[config.mk]
export PLATFORM = sky130hd
export DESIGN_NAME = mips_mem_arbiter
export DESIGN_NICKNAME = d
export VERILOG_FILES = /design/src/rtl/mips_mem_arbiter.sv
export SDC_FILE = /design/constraint.sdc
export NUM_CORES = 1
export LEC_CHECK = 0
export CAP_MARGIN = 20
export CORE_MARGIN = 10
export CORE_UTILIZATION = 44
export CTS_CLUSTER_SIZE = 12
export DETAILED_ROUTE_END_ITERATION = 12
export PLACE_DENSITY = 0.89
export SKIP_LAST_GASP = 1
export SLEW_MARGIN = 20
export SYNTH_ARGS = -nofsm -noshare
export SYNTH_HDL_FRONTEND = slang
export SYNTH_SLANG_ARGS = --single-unit
[constraint.sdc]
create_clock -name clock -period 5.4 [get_ports clock]
set_clock_uncertainty 0.2 [all_clocks]
set_input_delay 1.08 -clock clock [delete_from_list [all_inputs] [get_ports clock]]
set_output_delay 1.08 -clock clock [all_outputs]
set_load 0.01 [all_outputs]
[src/rtl/mips_mem_arbiter.sv]
// Two-master (fetch/data) arbiter onto a single word-wide memory port with
// bounded data-streak fairness, per-access timeout, and fully registered outputs.
module mips_mem_arbiter #(
  parameter int unsigned TIMEOUT    = 15,
  parameter int unsigned MAX_STREAK = 2
) (
  input  logic        clock,
  input  logic        reset_n,
  input  logic        i_req,
  input  logic [31:0] i_addr,
  output logic [31:0] i_rdata,
  output logic        i_done,
  output logic        i_err,
  input  logic        d_req,
  input  logic        d_we,
  input  logic [31:0] d_addr,
  input  logic [31:0] d_wdata,
  output logic [31:0] d_rdata,
  output logic        d_done,
  output logic        d_err,
  output logic        mem_req,
  output logic        mem_we,
  output logic [31:0] mem_addr,
  output logic [31:0] mem_wdata,
  input  logic [31:0] mem_rdata,
  input  logic        mem_ack
);

  localparam logic [1:0] ST_IDLE   = 2'd0;
  localparam logic [1:0] ST_BUSY_I = 2'd1;
  localparam logic [1:0] ST_BUSY_D = 2'd2;
  localparam logic [7:0] LP_TMO    = 8'(TIMEOUT);

  logic [1:0] r_state;
  logic [1:0] r_streak;
  logic [7:0] r_tmo;

  logic w_arb_ok;
  logic w_streak_ok;
  logic w_grant_d;
  logic w_grant_i;
  logic w_tmo_hit;

  // No grant while a done pulse is out: a requester still holding its level
  // request in that cycle is not mistaken for a fresh one.
  always_comb begin
    w_arb_ok    = (r_state == ST_IDLE) && !i_done && !d_done;
    w_streak_ok = 32'(r_streak) < MAX_STREAK;
    w_grant_d   = w_arb_ok && d_req && (!i_req || w_streak_ok);
    w_grant_i   = w_arb_ok && !w_grant_d && i_req;
    w_tmo_hit   = (r_tmo + 8'd1) == LP_TMO;
  end

  always_ff @(posedge clock or negedge reset_n) begin
    if (!reset_n) begin
      r_state   <= ST_IDLE;
      r_streak  <= 2'd0;
      r_tmo     <= 8'd0;
      mem_req   <= 1'b0;
      mem_we    <= 1'b0;
      mem_addr  <= 32'd0;
      mem_wdata <= 32'd0;
      i_rdata   <= 32'd0;
      d_rdata   <= 32'd0;
      i_done    <= 1'b0;
      d_done    <= 1'b0;
      i_err     <= 1'b0;
      d_err     <= 1'b0;
    end else begin
      i_done <= 1'b0;
      d_done <= 1'b0;
      i_err  <= 1'b0;
      d_err  <= 1'b0;
      case (r_state)
        ST_IDLE: begin
          if (w_grant_d) begin
            r_state   <= ST_BUSY_D;
            r_tmo     <= 8'd0;
            mem_req   <= 1'b1;
            mem_we    <= d_we;
            mem_addr  <= d_addr;
            mem_wdata <= d_wdata;
            if (i_req) r_streak <= (r_streak == 2'd3) ? 2'd3 : r_streak + 2'd1;
            else       r_streak <= 2'd0;
          end else if (w_grant_i) begin
            r_state   <= ST_BUSY_I;
            r_tmo     <= 8'd0;
            r_streak  <= 2'd0;
            mem_req   <= 1'b1;
            mem_we    <= 1'b0;
            mem_addr  <= i_addr;
            mem_wdata <= 32'd0;
          end
        end
        ST_BUSY_I, ST_BUSY_D: begin
          // Ack has priority over a timeout landing on the same edge.
          if (mem_ack) begin
            r_state <= ST_IDLE;
            mem_req <= 1'b0;
            if (r_state == ST_BUSY_I) begin
              i_done  <= 1'b1;
              i_rdata <= mem_rdata;
            end else begin
              d_done <= 1'b1;
              if (!mem_we) d_rdata <= mem_rdata;
            end
          end else if (w_tmo_hit) begin
            r_state <= ST_IDLE;
            mem_req <= 1'b0;
            if (r_state == ST_BUSY_I) begin
              i_done <= 1'b1;
              i_err  <= 1'b1;
            end else begin
              d_done <= 1'b1;
              d_err  <= 1'b1;
            end
          end else begin
            r_tmo <= r_tmo + 8'd1;
          end
        end
        default: r_state <= ST_IDLE;
      endcase
    end
  end

endmodule

==> impl_metrics.sql, run 1 <==
INSERT INTO impl_metrics (metric_group, metric, value, unit) VALUES
('run_status', 'status', 'finished, final reports clean', ''),
('yosys', 'post_synth_main_area_contributors', 'sky130_fd_sc_hd__dfrtp_1, sky130_fd_sc_hd__mux2_2, sky130_fd_sc_hd__mux2i_1', ''),
('yosys', 'async_reset_ff_frac', '1.000', ''),
('layout', 'drive_above_1_share', '0.1552', ''),
('route', 'route.final.wire_length', '18030', 'um'),
('setup_path', 'criticalPathCategory', 'in -> reg', ''),
('timing', 'worst_slew_pin_slew', '799.6', 'ps'),
('cts', 'clock_insertion_delay_at_the_later_pin_of_the_skew_report', '410', 'ps'),
('timing', 'sum_of_negative_setup_slack', '0', 'ps'),
('power_and_ir_drop', 'power_density', '605.7', 'nW/um^2'),
('layout', 'count_of_antenna_diodes_in_the_layout', '0', ''),
('floorplanning', 'horiz_die_dim', '136.5', 'um'),
('timing', 'fmaxAchievable', '311.0', 'MHz'),
('grt', 'grt.overflow.total', '0', ''),
('cts', 'post_cts.repair.setup_buffers', '0', ''),
('cts', 'cts.root.buffer_cell', 'sky130_fd_sc_hd__clkbuf_16', ''),
('setup_path', 'critical_path.slowest_cell', 'sky130_fd_sc_hd__buf_4', ''),
('cts', 'postCtsResizedCells', '0', ''),
('cts', 'clock_sinks', '146', ''),
('power_and_ir_drop', 'p_leak', '3.997', 'nW'),
('cts', 'tritoncts.num_buffers', '17', ''),
('setup_path', 'crit_path_capture_type', 'register', ''),
('yosys', 'synth_enable_flop_cells', '0', ''),
('floorplanning', 'core-area', '13300', 'um^2'),
('cts', 'max-clock-path-buffers', '2', ''),
('timing', 'whs', '282.8', 'ps'),
('yosys', 'synth_cells', '449', ''),
('floorplanning', 'die_height', '136.5', 'um'),
('timing', 'min_period_over_period', '0.5954', ''),
('yosys', 'ys.warnings.count', '0', ''),
('setup_path', 'cp_num_buf_inv', '2', ''),
('setup_path', 'worst_ep_required_time', '5540', 'ps'),
('yosys', 'synthesized_area_per_cell', '13.31', 'um^2'),
('yosys', 'netlist.top_cell.by_area', 'sky130_fd_sc_hd__dfrtp_1', ''),
('grt', 'grt_first_pass_wirelength', '27720', 'um'),
('timing', 'slew_viol_final', '0', ''),
('route', 'detail_route.wl_per_cell', '19.94', 'um'),
('grt', 'global_route.usage.total', '0.1912', ''),
('yosys', 'syn_area', '5974', 'um^2'),
('timing', 'setup_viol_count_final', '0', ''),
('timing', 'period_minus_slack', '3215', 'ps'),
('setup_path', 'cp_slowest_stage_delay', '610', 'ps'),
('placement', 'place_congestion', '0.8017', ''),
('floorplanning', 'floorplan.die_area', '18640', 'um^2'),
('route', 'dr.pass1.iters', '4', ''),
('setup_path', 'critical_path.cell_chain', 'clkdlybuf4s50_1, or2_2, nand2_2, buf_4, a22o_1', ''),
('setup_path', 'r2r_start', 'r_state[0]$_DFFE_PN0P_', ''),
('setup_path', 'startpoint_type', 'input pin', ''),
('setup_path', 'timing.critical_path.fanout_max', '62', ''),
('layout', 'fin_nets', '853', ''),
('setup_path', 'arrival', '3350', 'ps'),
('yosys', 'yosys_register_bits', '146', ''),
('cts', 'ctsHoldBuffers', '0', ''),
('route', 'drc', '0', ''),
('yosys', 'distinct_cell_type_count_of_the_synthesized_netlist', '42', ''),
('route', 'drt.antenna.violating_nets', '0', ''),
('timing', 'fin_hold_viols', '0', ''),
('placement', 'hpwlAfterDp', '13820', 'um'),
('cts', 'cts_tree', 'done', ''),
('grt', 'largest_net_degree_at_the_start_of_global_routing', '91', ''),
('run', 'max-cap-violations', '0', ''),
('min_path', 'hp_class', 'reg -> reg', ''),
('placement', 'numPortBuffers', '267', ''),
('setup_path', 'worstSetupStartpoint', 'i_req', ''),
('setup_path', 'timing.critical_path.max_delay_family', 'buffers and inverters', ''),
('route', 'detail_route.iter0.violations', '253', ''),
('power_and_ir_drop', 'peakVddDrop', '0.4347', 'mV'),
('yosys', 'synth_ff_type', 'sky130_fd_sc_hd__dfrtp_1', ''),
('grt', 'antenna_found_initial', '0', ''),
('timing', 'unrepaired_setup_endpoints_after_global_routing', 'no', ''),
('cts', 'clk_pin_slew_worst_paths', '60', 'ps'),
('layout', 'area_growth_synth_to_finish', '57.07', '%'),
('route', 'routed-via-count', '4574', ''),
('grt', 'first_global_vias', '4922', ''),
('route', 'routed_via_density', '5.060', ''),
('timing', 'slew_headroom', '0.4669', ''),
('floorplanning', 'io_pins', '268', ''),
('yosys', 'seq_area_frac_synth', '0.6115', ''),
('cts', 'clock_tree.htree_level_count', '4', ''),
('floorplanning', 'floorplan.rows', '42', ''),
('min_path', 'timing.hold.worst.start', 'mem_addr[26]$_DFFE_PN0P_', ''),
('yosys', 'synth_top_area_share', '0.6115', ''),
('floorplanning', 'start_util', '0.4494', ''),
('yosys', 'syn_nets', '587', '');
## cells in the mapped netlist, types with 5 or more instances
cell                      instances
sky130_fd_sc_hd__mux2i_1         33
sky130_fd_sc_hd__nand3_1          5
sky130_fd_sc_hd__buf_2           16
sky130_fd_sc_hd__dfrtp_1        146
sky130_fd_sc_hd__nand2_1         50
sky130_fd_sc_hd__a22o_1          36
sky130_fd_sc_hd__mux2_2          62
sky130_fd_sc_hd__nor2_1           5
sky130_fd_sc_hd__o21ai_0          6
sky130_fd_sc_hd__o21ai_1         32
sky130_fd_sc_hd__inv_1            5
## metal layers
metal  global-route usage  part of all wire  vias up  routed length, um
li1                     -                 -     2134                  -
met5                    0                 0        -                  0
met4              0.07396             0.020        0                352
met2               0.3047              0.48      227               8653
met1               0.2227              0.38     2190               6934
met3              0.08394              0.12       23               2088
## placed cells by master (no fill, tap or decap), types with 5 or more instances in the layout
cell,synthesis,layout
sky130_fd_sc_hd__nor2_1,5,5
sky130_fd_sc_hd__buf_4,4,6
sky130_fd_sc_hd__clkdlybuf4s50_1,0,266
sky130_fd_sc_hd__o21ai_1,32,32
sky130_fd_sc_hd__a22o_1,36,36
sky130_fd_sc_hd__mux2i_1,33,33
sky130_fd_sc_hd__mux2_2,62,62
sky130_fd_sc_hd__nand2_1,50,49
sky130_fd_sc_hd__inv_1,5,5
sky130_fd_sc_hd__clkbuf_16,0,17
sky130_fd_sc_hd__dfrtp_1,146,146
sky130_fd_sc_hd__nand3_1,5,5
sky130_fd_sc_hd__o21ai_0,6,6
sky130_fd_sc_hd__clkbuf_8,0,5
## kinds of logic after synthesis
kind of cell	synth area share
XOR/XNOR	0.004189
buffers and inverters	0.02911
multiplexers	0.1759
AO/OA/AOI/OAI	0.1026
adder cells (fa/ha/maj)	0.008377
flip-flops	0.6115
AND/OR/NAND/NOR	0.06828
## flip-flops by register name, indices dropped and copies added (netlist names)
register	flops
d_rdata	32
i_rdata	32
mem_addr	32
mem_wdata	32
r_tmo	8
r_state	2
r_streak	2
d_done	1
d_err	1
i_done	1
i_err	1
mem_req	1
mem_we	1
## final cells by class
| cell class | instances | area [um^2] |
|---|---|---|
| tap | 176 | 220.2 |
| sequential | 146 | 3654 |
| inverter | 5 | 18.77 |
| clock buffer | 22 | 494.2 |
| clock inverter | 10 | 122.6 |
| fill | 882 | 3911 |
| multi-input combinational | 272 | 2156 |
| timing repair buffer | 273 | 2719 |
## worst min-delay path, cell delays in order, from the launching register on
cell                      delay [ps]
sky130_fd_sc_hd__dfrtp_1         340
sky130_fd_sc_hd__nand2_1          50
sky130_fd_sc_hd__o21ai_1          60
## metrics by stage
| step | worst slack (ps) | cell area, um^2 | std cells | utilization | total power (W) |
|---|---|---|---|---|---|
| after floorplan | 3039 | 5974 | 449 | - | 0.003155 |
| after global placement | 1920 | 8767 | 872 | 0.6594 | 0.004412 |
| after detailed placement | 1802 | 8767 | 872 | 0.6594 | 0.004529 |
| after CTS | 2238 | 9384 | 904 | 0.7058 | 0.005751 |
| after global routing | 2053 | 9384 | 904 | 0.7058 | 0.006014 |
| final | 2185 | 9384 | 904 | 0.7058 | 0.005684 |
## where the power goes
group	internal [W]	switching [W]
registers	0.00160	0.000307
clock network	0.000746	0.000449
logic	0.00144	0.00115
total	0.00378	0.00190
## final timing paths
kind	to	slack, ps	cells past startpoint
setup / recovery	mem_wdata[1]$_DFFE_PN0P_	2180	5
hold / removal	mem_addr[26]$_DFFE_PN0P_	280	2
setup reg to reg	mem_wdata[1]$_DFFE_PN0P_	2710	6
hold reg to reg	mem_addr[26]$_DFFE_PN0P_	280	2
max in group asynchronous	d_rdata[9]$_DFFE_PN0P_	3230	2
min in group asynchronous	d_rdata[20]$_DFFE_PN0P_	540	1
No activity file was read; power rests on OpenSTA's default activity.
==> run 2, diff against run 1 <==
Settings changed: CORE_UTILIZATION 44 to 42, PLACE_DENSITY 0.89 to 0.86.
Clock period 5.4 ns to 3.2 ns, I/O delays scaled along.
==> run 2 against run 1 <==
The flow now finishes with violations (hold timing). First-iteration DRC count fell by 27%. Sequential cell count unchanged. Routed wire length is 1.3% higher. Critical path type is now reg -> reg. Critical endpoint is now mem_addr[26]$_DFFE_PN0P_.
==> impl_metrics.sql, run 2 (synthesized netlist as in run 1, its figures left out) <==
INSERT INTO impl_metrics (metric_group, metric, value, unit) VALUES
('timing', 'unrepaired_setup_endpoints_after_global_routing', 'no', ''),
('placement', 'dpl.cell_count', '880', ''),
('min_path', 'hp_class', 'in -> async', ''),
('setup_path', 'reg2reg_slack', '750', 'ps'),
('setup_path', 'r2r_end', 'mem_addr[26]$_DFFE_PN0P_', ''),
('floorplanning', 'floorplan.rows', '43', ''),
('timing', 'final_worst_slack', '752.4', 'ps'),
('cts', 'clock_insertion_delay_at_the_later_pin_of_the_skew_report', '410', 'ps'),
('grt', 'grt.overflow.total', '0', ''),
('cts', 'ctsHoldBuffers', '0', ''),
('layout', 'layout.cells.most_common', 'sky130_fd_sc_hd__clkdlybuf4s50_1', ''),
('setup_path', 'cp_slowest_stage_delay', '400', 'ps'),
('cts', 'cts.root.buffer_cell', 'sky130_fd_sc_hd__clkbuf_16', ''),
('timing', 'slew_headroom', '0.6315', ''),
('run_status', 'status', 'finished, violations left', ''),
('power_and_ir_drop', 'power_density', '1031', 'nW/um^2'),
('setup_path', 'timing.critical_path.fanout_max', '35', ''),
('timing', 'min_period_over_period', '0.7649', ''),
('setup_path', 'crit_path_capture_type', 'register', ''),
('timing', 'worst_slew_pin_slew', '552.7', 'ps'),
('grt', 'global_route.usage.total', '0.1864', ''),
('floorplanning', 'die_height', '139.3', 'um'),
('route', 'routed_via_density', '5.101', ''),
('timing', 'period_minus_slack', '2448', 'ps'),
('layout', 'most-common-layout-cells', 'sky130_fd_sc_hd__clkdlybuf4s50_1, sky130_fd_sc_hd__dfrtp_1, sky130_fd_sc_hd__mux2_2', ''),
('grt', 'grt_first_pass_wirelength', '28840', 'um'),
('route', 'dr.pass1.iters', '4', ''),
('setup_path', 'critical_path.cell_chain', 'inv_1, ha_1, nor3b_4, nand2_1, a21oi_4, buf_12, mux2i_1, o21ai_1', ''),
('layout', 'n_fill_cell', '970', ''),
('cts', 'clock_tree.htree_level_count', '4', ''),
('setup_path', 'cp_num_buf_inv', '2', ''),
('placement', 'detailedPlace.worstSlack', '565.7', 'ps'),
('placement', 'hpwlAfterDp', '14260', 'um'),
('cts', 'clock_sinks', '146', ''),
('grt', 'largest_net_degree_at_the_start_of_global_routing', '62', ''),
('setup_path', 'timing.critical_path.max_delay_family', 'simple AND/OR/NAND/NOR gates', ''),
('timing', 'whs', '-8.938', 'ps'),
('layout', 'drive_above_1_share', '0.1585', ''),
('grt', 'antenna_found_initial', '0', ''),
('power_and_ir_drop', 'peakVddDrop', '0.4962', 'mV'),
('setup_path', 'reg2regPathDepth', '8', ''),
('placement', 'numPortBuffers', '267', ''),
('cts', 'tritoncts.num_buffers', '17', ''),
('layout', 'area_of_combinational_cells_with_multiple_inputs', '2161', 'um^2'),
('floorplanning', 'core-area', '13930', 'um^2'),
('grt', 'first_global_vias', '5096', ''),
('setup_path', 'criticalPathCategory', 'reg -> reg', ''),
('power_and_ir_drop', 'p_leak', '4.047', 'nW'),
('setup_path', 'arrival', '2540', 'ps'),
('timing', 'setup_viol_count_final', '0', ''),
('setup_path', 'critical_path_depth_in_cells', '8', ''),
('layout', 'area_growth_synth_to_finish', '59.04', '%'),
('cts', 'post_cts.repair.setup_buffers', '0', ''),
('placement', 'place_congestion', '0.8206', ''),
('layout', 'finalCoreUtilization', '0.6819', ''),
('layout', 'fin_nets', '857', ''),
('timing', 'sum_of_negative_setup_slack', '0', 'ps'),
('setup_path', 'r2r_start', 'r_state[0]$_DFFE_PN0P_', ''),
('floorplanning', 'start_util', '0.4288', ''),
('run_status', 'failing_checks', 'hold timing', ''),
('route', 'route.final.wire_length', '18270', 'um'),
('cts', 'cts_tree', 'done', ''),
('floorplanning', 'io_pins', '268', ''),
('setup_path', 'critical_path.slowest_cell', 'sky130_fd_sc_hd__dfrtp_1', ''),
('setup_path', 'worst_ep_required_time', '3290', 'ps'),
('cts', 'postCtsResizedCells', '0', ''),
('route', 'detail_route.iter0.violations', '185', ''),
('timing', 'fmaxAchievable', '408.6', 'MHz'),
('floorplanning', 'floorplan.die_area', '19400', 'um^2'),
('timing', 'fin_hold_viols', '7', ''),
('route', 'routed-via-count', '4657', ''),
('route', 'drt.antenna.violating_nets', '0', ''),
('floorplanning', 'horiz_die_dim', '139.3', 'um'),
('timing', 'slew_viol_final', '0', ''),
('route', 'drc', '0', ''),
('run', 'max-cap-violations', '0', ''),
('cts', 'max-clock-path-buffers', '2', ''),
('layout', 'area.sequential', '3654', 'um^2'),
('setup_path', 'startpoint_type', 'register', ''),
('layout', 'instances_no_fill', '913', ''),
('route', 'detail_route.wl_per_cell', '20.01', 'um'),
('cts', 'clk_pin_slew_worst_paths', '60', 'ps');
==> run 2: worst reg2reg max path, delay by kind of cell (launching register included) <==
kind	cells	cell delay [ps]
and+or+nand+nor	2	500
buffers and inverters	2	370
muxes	1	260
adders and majority gates	1	190
AOI/OAI and AO/OA	2	410
DFF	1	400
==> run 2: routing by layer <==
metal	vias up	routed length (um)	GRT usage
li1	2147	-	-
met1	2242	6987	0.2012
met2	231	8606	0.2994
met3	37	2097	0.09629
met4	0	579	0.08347
met5	-	0	0
==> run 2: cell type report <==
type                    instances  share of cell area
flip-flops and latches        146              0.3845
clock inverters                13             0.02094
diodes                          1           0.0002634
inverters                       5            0.001975
clock buffers                  19             0.04662
multi-input cells             272              0.2274
repair buffers                277              0.2946
well taps                     180             0.02370
==> run 2: worst max path at each step <==
stage / start / endpoint / slack, ps
final: r_state[0]$_DFFE_PN0P_ / mem_addr[26]$_DFFE_PN0P_ / 750
after global routing: r_state[0]$_DFFE_PN0P_ / mem_addr[15]$_DFFE_PN0P_ / 550
after CTS: r_state[0]$_DFFE_PN0P_ / mem_addr[26]$_DFFE_PN0P_ / 750
after detailed placement: mem_ack / d_rdata[14]$_DFFE_PN0P_ / 570
after global placement: mem_ack / d_rdata[31]$_DFFE_PN0P_ / 610
after floorplan: d_req / r_state[0]$_DFFE_PN0P_ / 1280
==> run 2: power breakdown <==
part           internal, W  leakage [nW]  switching, W  total (W)
clock network      0.00134         0.307      0.000782    0.00212
logic              0.00250          1.94       0.00197    0.00447
registers          0.00270          1.80      0.000500    0.00320
==> run 2: metrics by stage <==
stage	instance area (um^2)	power, W	hold WS, ps
after global routing	9499	0.01037	29.28
after floorplan	5974	0.005324	144.4
after detailed placement	8857	0.007749	276.2
after global placement	8857	0.007542	269.0
final	9502	0.009798	-8.938
after CTS	9499	0.009921	0.6853
